--- src/rtl/regs_wb_arbiter_pkg.sv ---
// Shared widths, debug FSM encodings and writeback bundle for the
// register-file write-port arbiter.
package regs_wb_arbiter_pkg;

  localparam int XLEN = 32;
  localparam int AW   = 5;

  localparam logic [AW-1:0] ZERO_REG = '0;

  typedef enum logic [1:0] {
    DBG_IDLE = 2'd0,
    DBG_DRD  = 2'd1,
    DBG_DWR  = 2'd2,
    DBG_ACK  = 2'd3
  } dbg_state_e;

  typedef struct packed {
    logic [AW-1:0]   addr;
    logic [XLEN-1:0] data;
  } wb_req_t;

endpackage

--- src/rtl/regs_skid_buf.sv ---
// One-entry skid register holding a displaced ALU result.
// Ports: load (fill/reload from d), drain (clear), valid/q contents.
module regs_skid_buf
  import regs_wb_arbiter_pkg::*;
(
  input  logic    clk,
  input  logic    rst_n,
  input  logic    load,
  input  logic    drain,
  input  wb_req_t d,
  output logic    valid,
  output wb_req_t q
);

  // load wins over drain: a drain with a
  // simultaneous accept is a reload
  always_ff @(posedge clk) begin
    if (!rst_n) begin
      valid <= 1'b0;
      q     <= '0;
    end else if (load) begin
      valid <= 1'b1;
      q     <= d;
    end else if (drain) begin
      valid <= 1'b0;
    end
  end

endmodule

--- src/rtl/regs_wb_arbiter.sv ---
// Register-file write-port arbiter: LSU > skid > ALU > debug write,
// plus a debug read/write FSM. Ports: ALU/LSU/DBG requesters, REGS_*
// write port, DBG_rdaddr/DBG_rddata read port, PEND_* skid contents.
module regs_wb_arbiter
  import regs_wb_arbiter_pkg::*;
(
  input  logic            clk,
  input  logic            rst_n,
  input  logic            ALU_valid,
  output logic            ALU_ready,
  input  logic [AW-1:0]   ALU_addr,
  input  logic [XLEN-1:0] ALU_data,
  input  logic            LSU_valid,
  input  logic [AW-1:0]   LSU_addr,
  input  logic [XLEN-1:0] LSU_data,
  input  logic            HOLD,
  input  logic            DBG_req,
  input  logic            DBG_we,
  input  logic [AW-1:0]   DBG_addr,
  input  logic [XLEN-1:0] DBG_wdata,
  output logic            DBG_ack,
  output logic [XLEN-1:0] DBG_rdata,
  output logic [AW-1:0]   DBG_rdaddr,
  input  logic [XLEN-1:0] DBG_rddata,
  output logic            REGS_wen,
  output logic [AW-1:0]   REGS_wraddr,
  output logic [XLEN-1:0] REGS_wrdata,
  output logic            PEND_valid,
  output logic [AW-1:0]   PEND_addr,
  output logic [XLEN-1:0] PEND_data
);

  dbg_state_e state, state_nx;
  logic [XLEN-1:0] rdata_q;

  logic    pend_v;
  wb_req_t pend_q;
  wb_req_t alu_req;
  wb_req_t gnt;
  logic    gnt_v;
  logic    alu_acc;
  logic    dbg_gnt;
  logic    skid_load;
  logic    skid_drain;

  assign alu_req   = '{addr: ALU_addr, data: ALU_data};
  assign ALU_ready = !pend_v || !LSU_valid;
  assign alu_acc   = ALU_valid && ALU_ready;

  assign dbg_gnt = (state == DBG_DWR) && !LSU_valid
                && !pend_v && !ALU_valid;

  // ALU goes to the skid whenever it cannot
  // write directly this cycle
  assign skid_load  = alu_acc && (LSU_valid || pend_v);
  assign skid_drain = pend_v && !LSU_valid;

  regs_skid_buf u_skid (
    .clk   (clk),
    .rst_n (rst_n),
    .load  (skid_load),
    .drain (skid_drain),
    .d     (alu_req),
    .valid (pend_v),
    .q     (pend_q)
  );

  always_comb begin
    gnt_v = 1'b0;
    gnt   = '0;
    unique case (1'b1)
      LSU_valid: begin
        gnt_v = 1'b1;
        gnt   = '{addr: LSU_addr, data: LSU_data};
      end
      (!LSU_valid && pend_v): begin
        gnt_v = 1'b1;
        gnt   = pend_q;
      end
      (!LSU_valid && !pend_v && ALU_valid): begin
        gnt_v = 1'b1;
        gnt   = alu_req;
      end
      dbg_gnt: begin
        gnt_v = 1'b1;
        gnt   = '{addr: DBG_addr, data: DBG_wdata};
      end
      default: begin
        gnt_v = 1'b0;
      end
    endcase
  end

  // x0 writes are consumed but never reach the file
  assign REGS_wen    = rst_n && gnt_v
                    && (gnt.addr != ZERO_REG);
  assign REGS_wraddr = gnt.addr;
  assign REGS_wrdata = gnt.data;

  assign PEND_valid = rst_n && pend_v;
  assign PEND_addr  = rst_n ? pend_q.addr : '0;
  assign PEND_data  = rst_n ? pend_q.data : '0;

  always_ff @(posedge clk) begin
    if (!rst_n) begin
      state   <= DBG_IDLE;
      rdata_q <= '0;
    end else begin
      state <= state_nx;
      if (state == DBG_DRD) begin
        rdata_q <= DBG_rddata;
      end
    end
  end

  always_comb begin
    state_nx = state;
    unique case (state)
      DBG_IDLE: begin
        if (DBG_req && HOLD) begin
          state_nx = DBG_we ? DBG_DWR : DBG_DRD;
        end
      end
      DBG_DRD: state_nx = DBG_ACK;
      DBG_DWR: begin
        if (dbg_gnt) begin
          state_nx = DBG_ACK;
        end
      end
      DBG_ACK: state_nx = DBG_IDLE;
      default: state_nx = DBG_IDLE;
    endcase
  end

  assign DBG_ack    = rst_n && (state == DBG_ACK);
  assign DBG_rdata  = rst_n ? rdata_q : '0;
  assign DBG_rdaddr = (state == DBG_DRD) ? DBG_addr : '0;

endmodule
--- config.mk ---
export PLATFORM = sky130hd
export DESIGN_NAME = regs_wb_arbiter
export DESIGN_NICKNAME = d
export VERILOG_FILES = /design/src/rtl/regs_wb_arbiter_pkg.sv /design/src/rtl/regs_skid_buf.sv /design/src/rtl/regs_wb_arbiter.sv
export SDC_FILE = /design/constraint.sdc
export NUM_CORES = 1
export LEC_CHECK = 0
export CORE_MARGIN = 2
export CORE_UTILIZATION = 38
export DETAILED_ROUTE_END_ITERATION = 10
export PLACE_DENSITY = 0.91
export SYNTH_ARGS = -nofsm -noshare
export SYNTH_HDL_FRONTEND = slang
export SYNTH_SLANG_ARGS = --single-unit
--- constraint.sdc ---
create_clock -name clk -period 2.1 [get_ports clk]
set_input_delay 0.42 -clock clk [delete_from_list [all_inputs] [get_ports clk]]
set_output_delay 0.42 -clock clk [all_outputs]
set_load 0.05 [all_outputs]
==> reports/metrics.cfg, run 1 <==
[run_status]
status = complete, but fails checks
failed_checks = negative setup slack

[route]
post_drt_wl_per_cell_um = 19.0
first_iter_violations = 463
ant_nets = 0
firstDrtPassIters = 5
routed_wl_mm = 19.3
num_vias = 5451
drc = 0
viasPerCell = 5.38

[cts]
clk_path_buf_depth = 2
cts_hold_buffers = 0
clock-sinks = 72
cts_buffers = 9
clkTransAtPathRegs_ps = 60
cts_root_buffer = clkbuf_16
clkLatencyLatePin_ps = 330
cts_tree = yes
cts-htree-levels = 3

[critical_path]
cp.required_ps = 1680
crit_path_start_kind = register
cp_slowest_stage_delay_ps = 390
crit_slowest_cell = dfxtp_4
rrSetupSlack_ps = 330
path_max_fanout = 8
cp.arrival_ps = 1870
path_cells = buf_12, buf_6, buf_6, nor2_1, a21oi_1, nor2_1, a221o_1, buf_12
rr_startpoint = u_skid.valid
timing.rr.end = u_skid.q[19]
worst-setup-path-type = reg2out
cp-end-kind = output pin
r2r_cells = 7

[timing]
setup_tns_ps = -3300
fin_crit_ps = 2290
tightest_slew_ps = 399
finalHoldViolCount = 0
skew_ps = 5.60
setup_viol = 35
max_freq_mhz = 436
grt_setup_unrepaired = true
finalCritPeriodShare = 1.09
relSlewSlack = 0.734
drv_slew = 0
worst_slack_ps = -193

[power_and_ir_drop]
power.density_nw_per_um2 = 714
power_leakage_nw = 3.64
vdd_drop_max_v = 0.000715
power.total_mw = 6.56

[worst_hold_path]
hold_start = u_skid.q[19]
worstHoldEndpoint = u_skid.q[19]
hold_class = reg2reg
min_path_cells = 2

[final_layout]
area_delta_synth_final_pct = 107
diodes = 0
final_common_cell = clkdlybuf4s50_1
finalInstanceArea_um2 = 9190
final_cell_mix = clkdlybuf4s50_1 (146), buf_12 (123), nand2_1 (111), nor2_1 (78), and2_1 (77)
final_layout_size_suffix_gt1_frac = 0.282
nets = 1021
fin_util = 0.805

[global_routing]
grt.total_usage = 0.290
grt_max_degree = 73
overflow = 0
grt_pass1_wl_mm = 29.1
antenna_found_initial = 0
first_global_vias = 5650

[synthesis]
syn_nets = 746
syn-cell-area_um2 = 4430
seq_area_frac_synth = 0.325
yosys-top-cells-area = dfxtp_1 (33%), and2_1 (11%), nand2_1 (9.4%)
synth_cell_types = 34
syn_avg_cell_area_um2 = 7.49
synthCells = 591
synth_top_cell_area_share = 0.325
synth_seq_cells = 72
yosysTopAreaCell = dfxtp_1
yosys_warnings = 0

[die]
core_um2 = 11400
dieHeight_um = 112
dieArea_um2 = 12500
die_w_um = 112
placementRows = 39
ioPinCount = 265
start_util = 0.388

[placed_design]
place.detailed.hpwl_mm = 13.5
post-place-ws_ps = -191
gp_congestion = 0.889
io_buffer_count = 264
placed_area_um2 = 8570

[run]
max_cap_violations = 0

[how the worst max path moves through the flow]
stage	startpoint	endpoint	slack, ps	depth (start not counted)
after floorplan	LSU_valid	REGS_wen	-340	6
after global placement	ALU_addr[3]	REGS_wen	-150	6
after detailed placement	DBG_addr[3]	REGS_wen	-190	6
after CTS	u_skid.valid	REGS_wen	-190	7
after global routing	u_skid.valid	REGS_wrdata[8]	-240	8
final	u_skid.valid	REGS_wrdata[8]	-190	8
[power breakdown]
part           internal [mW]  switching (mW)  total [mW]
combinational           1.67            1.75        3.42
clock                  0.823           0.655        1.48
sequential              1.55           0.121        1.67
total                   4.04            2.53        6.56
[synth_stat cells (all sizes together)]
cell type	count
nand2	112
nor2	92
and2	78
a21oi	72
dfxtp	72
mux2i	36
buf	35
a221o	24
clkbuf	19
a221oi	11
nand3b	10
ha	5
nand2b	4
a211oi	3
inv	3
nor2b	3
nor3	3
a311oi	2
nand3	2
o31ai	2
nor4	1
o21ai	1
xor2	1
[sequential cells by signal, indices dropped and copies added (netlist names)]
| register | cells |
|---|---|
| rdata_q | 32 |
| u_skid.valid | 1 |
| state | 2 |
| u_skid.q | 37 |
[worst max-delay path, delay by kind of cell (launching register included)]
kind / cells / cell delay [ps]
simple gates: 2 / 130
flops: 1 / 390
buf+inv: 4 / 560
compound gates: 2 / 450
[per-stage QoR]
stage               instances  hold WS, ps
finish                   1014          471
global route             1014          484
CTS                      1011          469
detailed placement        988          460
global placement          988          449
floorplan                 591          440
[layer usage]
metal  up-vias  routed length, um  global-route usage
li1       2535                  -                   -
met1      2550               6940               0.314
met5         -                  0                   0
met2       307               9860               0.527
met3        59               1810              0.0936
met4         0                663               0.108
[final cells by class]
| cell class | instances | area [um^2] |
|---|---|---|
| clock buffer | 9 | 225 |
| tap | 143 | 179 |
| fill | 635 | 2230 |
| timing repair buffer | 318 | 4380 |
| sequential | 72 | 1450 |
| multi-input combinational | 462 | 2890 |
| clock inverter | 7 | 60.1 |
| inverter | 3 | 11.3 |
[kinds of logic after synthesis]
group	count (synthesis)	share of synthesized area
AO/OA/AOI/OAI	115	0.179
XOR/XNOR	1	0.00198
adder cells (fa/ha/maj)	5	0.0141
buffers and inverters	57	0.0740
flip-flops	72	0.325
multiplexers	36	0.0814
AND/OR/NAND/NOR	305	0.324
[repair_timing]
action	in CTS	in global routing
gates resized for setup	35	15
setup endpoints to repair	38	38
pin swaps	10	10
cloned	2	2
setup buffers	6	4
No activity file was read; power rests on OpenSTA's default activity.
==> inputs of run 2 (changes only) <==
--- a/config.mk
+++ b/config.mk
@@ -5,6 +5,7 @@
 export SDC_FILE = /design/constraint.sdc
 export NUM_CORES = 1
 export LEC_CHECK = 0
+export CAP_MARGIN = 15
 export CORE_MARGIN = 2
 export CORE_UTILIZATION = 38
 export DETAILED_ROUTE_END_ITERATION = 10
==> results of run 2 <==
No change in the layout: final DEF, timing and power equal those of run 1.
==> inputs of run 3 (changes only) <==
--- a/config.mk
+++ b/config.mk
@@ -7,9 +7,10 @@
 export LEC_CHECK = 0
 export CAP_MARGIN = 15
 export CORE_MARGIN = 2
-export CORE_UTILIZATION = 38
+export CORE_UTILIZATION = 35
+export CTS_CLUSTER_DIAMETER = 120
 export DETAILED_ROUTE_END_ITERATION = 10
-export PLACE_DENSITY = 0.91
+export PLACE_DENSITY = 0.89
 export SYNTH_ARGS = -nofsm -noshare
 export SYNTH_HDL_FRONTEND = slang
 export SYNTH_SLANG_ARGS = --single-unit
==> constraint.sdc (replaced) <==
create_clock -name clk -period 2 [get_ports clk]
set_input_delay 0.4 -clock clk [delete_from_list [all_inputs] [get_ports clk]]
set_output_delay 0.4 -clock clk [all_outputs]
set_load 0.05 [all_outputs]
==> run 3 against run 2 <==
  * The flow still finishes with violations (negative setup slack)
  * Clock skew decreased by 1.2 ps
  * Non-clock buffer count decreased by 10
  * Routed wire length decreased by 8.3%
  * Sequential cell count unchanged
  * Sequential power increased by 4%
  * Via count decreased by 3.7%
  * Critical path type unchanged
  * Register-to-register slack about the same
  * Highest routed layer unchanged
  * Worst hold slack got worse by 1.7 ps
  * Power increased by 12%
  * Final area decreased by 0.78%
  * Sequential share of layout area increased by 0.12 points
==> reports/metrics.cfg, run 3 (synthesis gave the netlist of run 1 again) <==
[final_layout]
fin_util = 0.731  ; -0.0733
finalInstanceArea_um2 = 9120  ; -0.78%
diodes = 0  ; unchanged
final_common_cell = clkdlybuf4s50_1
regArea_um2 = 1450  ; unchanged
reg_top3 = u_skid.q x37, rdata_q x32, state x2
nets = 1011  ; -0.98%
area_delta_synth_final_pct = 106
final_cell_mix = clkdlybuf4s50_1 (146), buf_12 (120), nand2_1 (111), nor2_1 (87), and2_1 (77)
final_layout_size_suffix_gt1_frac = 0.249  ; -0.0339
multi_input_area_um2 = 2820  ; -2.5%
fin_cells = 1033  ; +1.9%
largest_reg_flops = 37  ; unchanged
largest_register = u_skid.q
num-fill-cells = 829  ; +31%

[run_status]
status = complete, but fails checks
failed_checks = negative setup slack

[die]
start_util = 0.355  ; -0.0326
dieHeight_um = 116  ; +4.1%
core_um2 = 12500  ; +9.2%
dieArea_um2 = 13600  ; +8.3%
die_w_um = 116  ; +4.1%
ioPinCount = 265  ; unchanged
placementRows = 41  ; +5.1%

[global_routing]
grt_max_degree = 53  ; -27%
grt_pass1_wl_mm = 26.1  ; -10%
grt.total_usage = 0.247  ; -0.0426
antenna_found_initial = 0  ; unchanged
first_global_vias = 5280  ; -6.5%
overflow = 0  ; unchanged

[placed_design]
place.detailed.hpwl_mm = 13.1  ; -2.9%
post-place-ws_ps = -262  ; -70.6 ps
placed_area_um2 = 8560  ; -0.16%
gp_congestion = 0.888  ; -0.20%
dpl.cell_count = 1013  ; +2.5%
io_buffer_count = 264  ; unchanged

[critical_path]
cp.required_ps = 1600  ; -80 ps
path_delay_family = compound AO/OA/AOI/OAI gates
cp.arrival_ps = 1910  ; +40 ps
path_cells = inv_2, ha_4, nor4_4, buf_6, a211oi_4, nor3_4, a211oi_4, buf_12
crit_buf_inv = 3  ; -1
cp_slowest_stage_delay_ps = 330  ; -60 ps
crit_path_start_kind = register
cpMostUsedCell = a211oi_4
crit_slowest_cell = dfxtp_2
cp-end-kind = output pin
worst-setup-path-type = reg2out
path_max_fanout = 4  ; -4

[timing]
setup_viol = 38  ; +8.6%
finalHoldViolCount = 0  ; unchanged
fin_crit_ps = 2310
drv_slew = 0  ; unchanged
holdWs_ps = 469  ; -1.70 ps
grt_setup_unrepaired = true
relSlewSlack = 0.612  ; -0.122
skew_ps = 4.43  ; -1.17 ps
tightest_slew_ps = 582  ; +183 ps
worst_slack_ps = -310  ; -117 ps
max_freq_mhz = 433
finalCritPeriodShare = 1.16
setup_tns_ps = -6650  ; -3350 ps

[cts]
cts_buffers = 9  ; unchanged
cts_tree = yes
clock-sinks = 72  ; unchanged
cts-htree-levels = 3  ; unchanged
cts_hold_buffers = 0  ; unchanged
cts_root_buffer = clkbuf_16
clk_path_buf_depth = 2  ; unchanged
clkLatencyLatePin_ps = 330  ; about the same
clkTransAtPathRegs_ps = 50  ; about the same

[route]
first_iter_violations = 474  ; +2.4%
viasPerCell = 5.08  ; -5.5%
routed_wl_mm = 17.7  ; -8.3%
drc = 0  ; unchanged
post_drt_wl_per_cell_um = 17.1  ; -9.9%
num_vias = 5250  ; -3.7%
ant_nets = 0  ; unchanged
firstDrtPassIters = 5  ; unchanged

[power_and_ir_drop]
power.density_nw_per_um2 = 807  ; +13%
vdd_drop_max_v = 0.000565  ; -21%
power_leakage_nw = 3.61  ; -0.79%
power.total_mw = 7.36  ; +12%

[run]
max_cap_violations = 0  ; unchanged

[worst_hold_path]
hold_class = reg2reg

[run 3: cell types whose count changed in the layout (fill, tap and decap cells not counted), sizes merged]
cell and delta:
buf -9, bufinv +5, inv -5, clkbuf +1, clkinv -1, clkinvlp -1
[run 3: per-layer routing]
layer,vias to the layer above,routed length (um),track usage
li1,2509,-,-
met1,2461,6410,0.265
met2,245,9100,0.447
met3,35,1730,0.0851
met4,0,441,0.0968
met5,-,0,0
[run 3: what timing repair did]
action | 4_1_cts | 5_1_grt
setup endpoints to repair | 38 | 43
gates resized for setup | 15 | 16
cloned | 0 | 0
buffers inserted | 1 | 5
pin swaps | 6 | 32
[run 3: cell type report]
type                    count  share of cell area
repair buffers            308               0.463
inverters                   3             0.00124
well taps                 172              0.0236
clock inverters             5              0.0165
flip-flops and latches     72               0.159
clock buffers              11              0.0277
multi-input cells         462               0.309
[run 3: where the power goes]
| group | total, mW | switching (mW) | internal, mW |
|---|---|---|---|
| clock | 2.16 | 0.617 | 1.54 |
| combinational | 3.47 | 1.77 | 1.69 |
| sequential | 1.73 | 0.109 | 1.63 |
| total | 7.36 | 2.50 | 4.86 |
[run 3: final timing paths]
path	endpoint	depth (start not counted)	startpoint	slack, ps
worst max register to register	u_skid.q[35]	7	u_skid.valid	320
worst max-delay path	REGS_wen	8	state[0]	-310
worst min register to register	u_skid.q[31]	2	u_skid.q[31]	470
worst min-delay path	u_skid.q[31]	2	u_skid.q[31]	470
[run 3: worst reg2reg max path, delay by kind of cell, from the launching register on]
family | cells | cell delay, ps
AO/OA/AOI/OAI | 1 | 140
flip-flops | 1 | 420
AND/OR/NAND/NOR | 2 | 330
buffers and inverters | 3 | 520
XOR/XNOR | 1 | 200
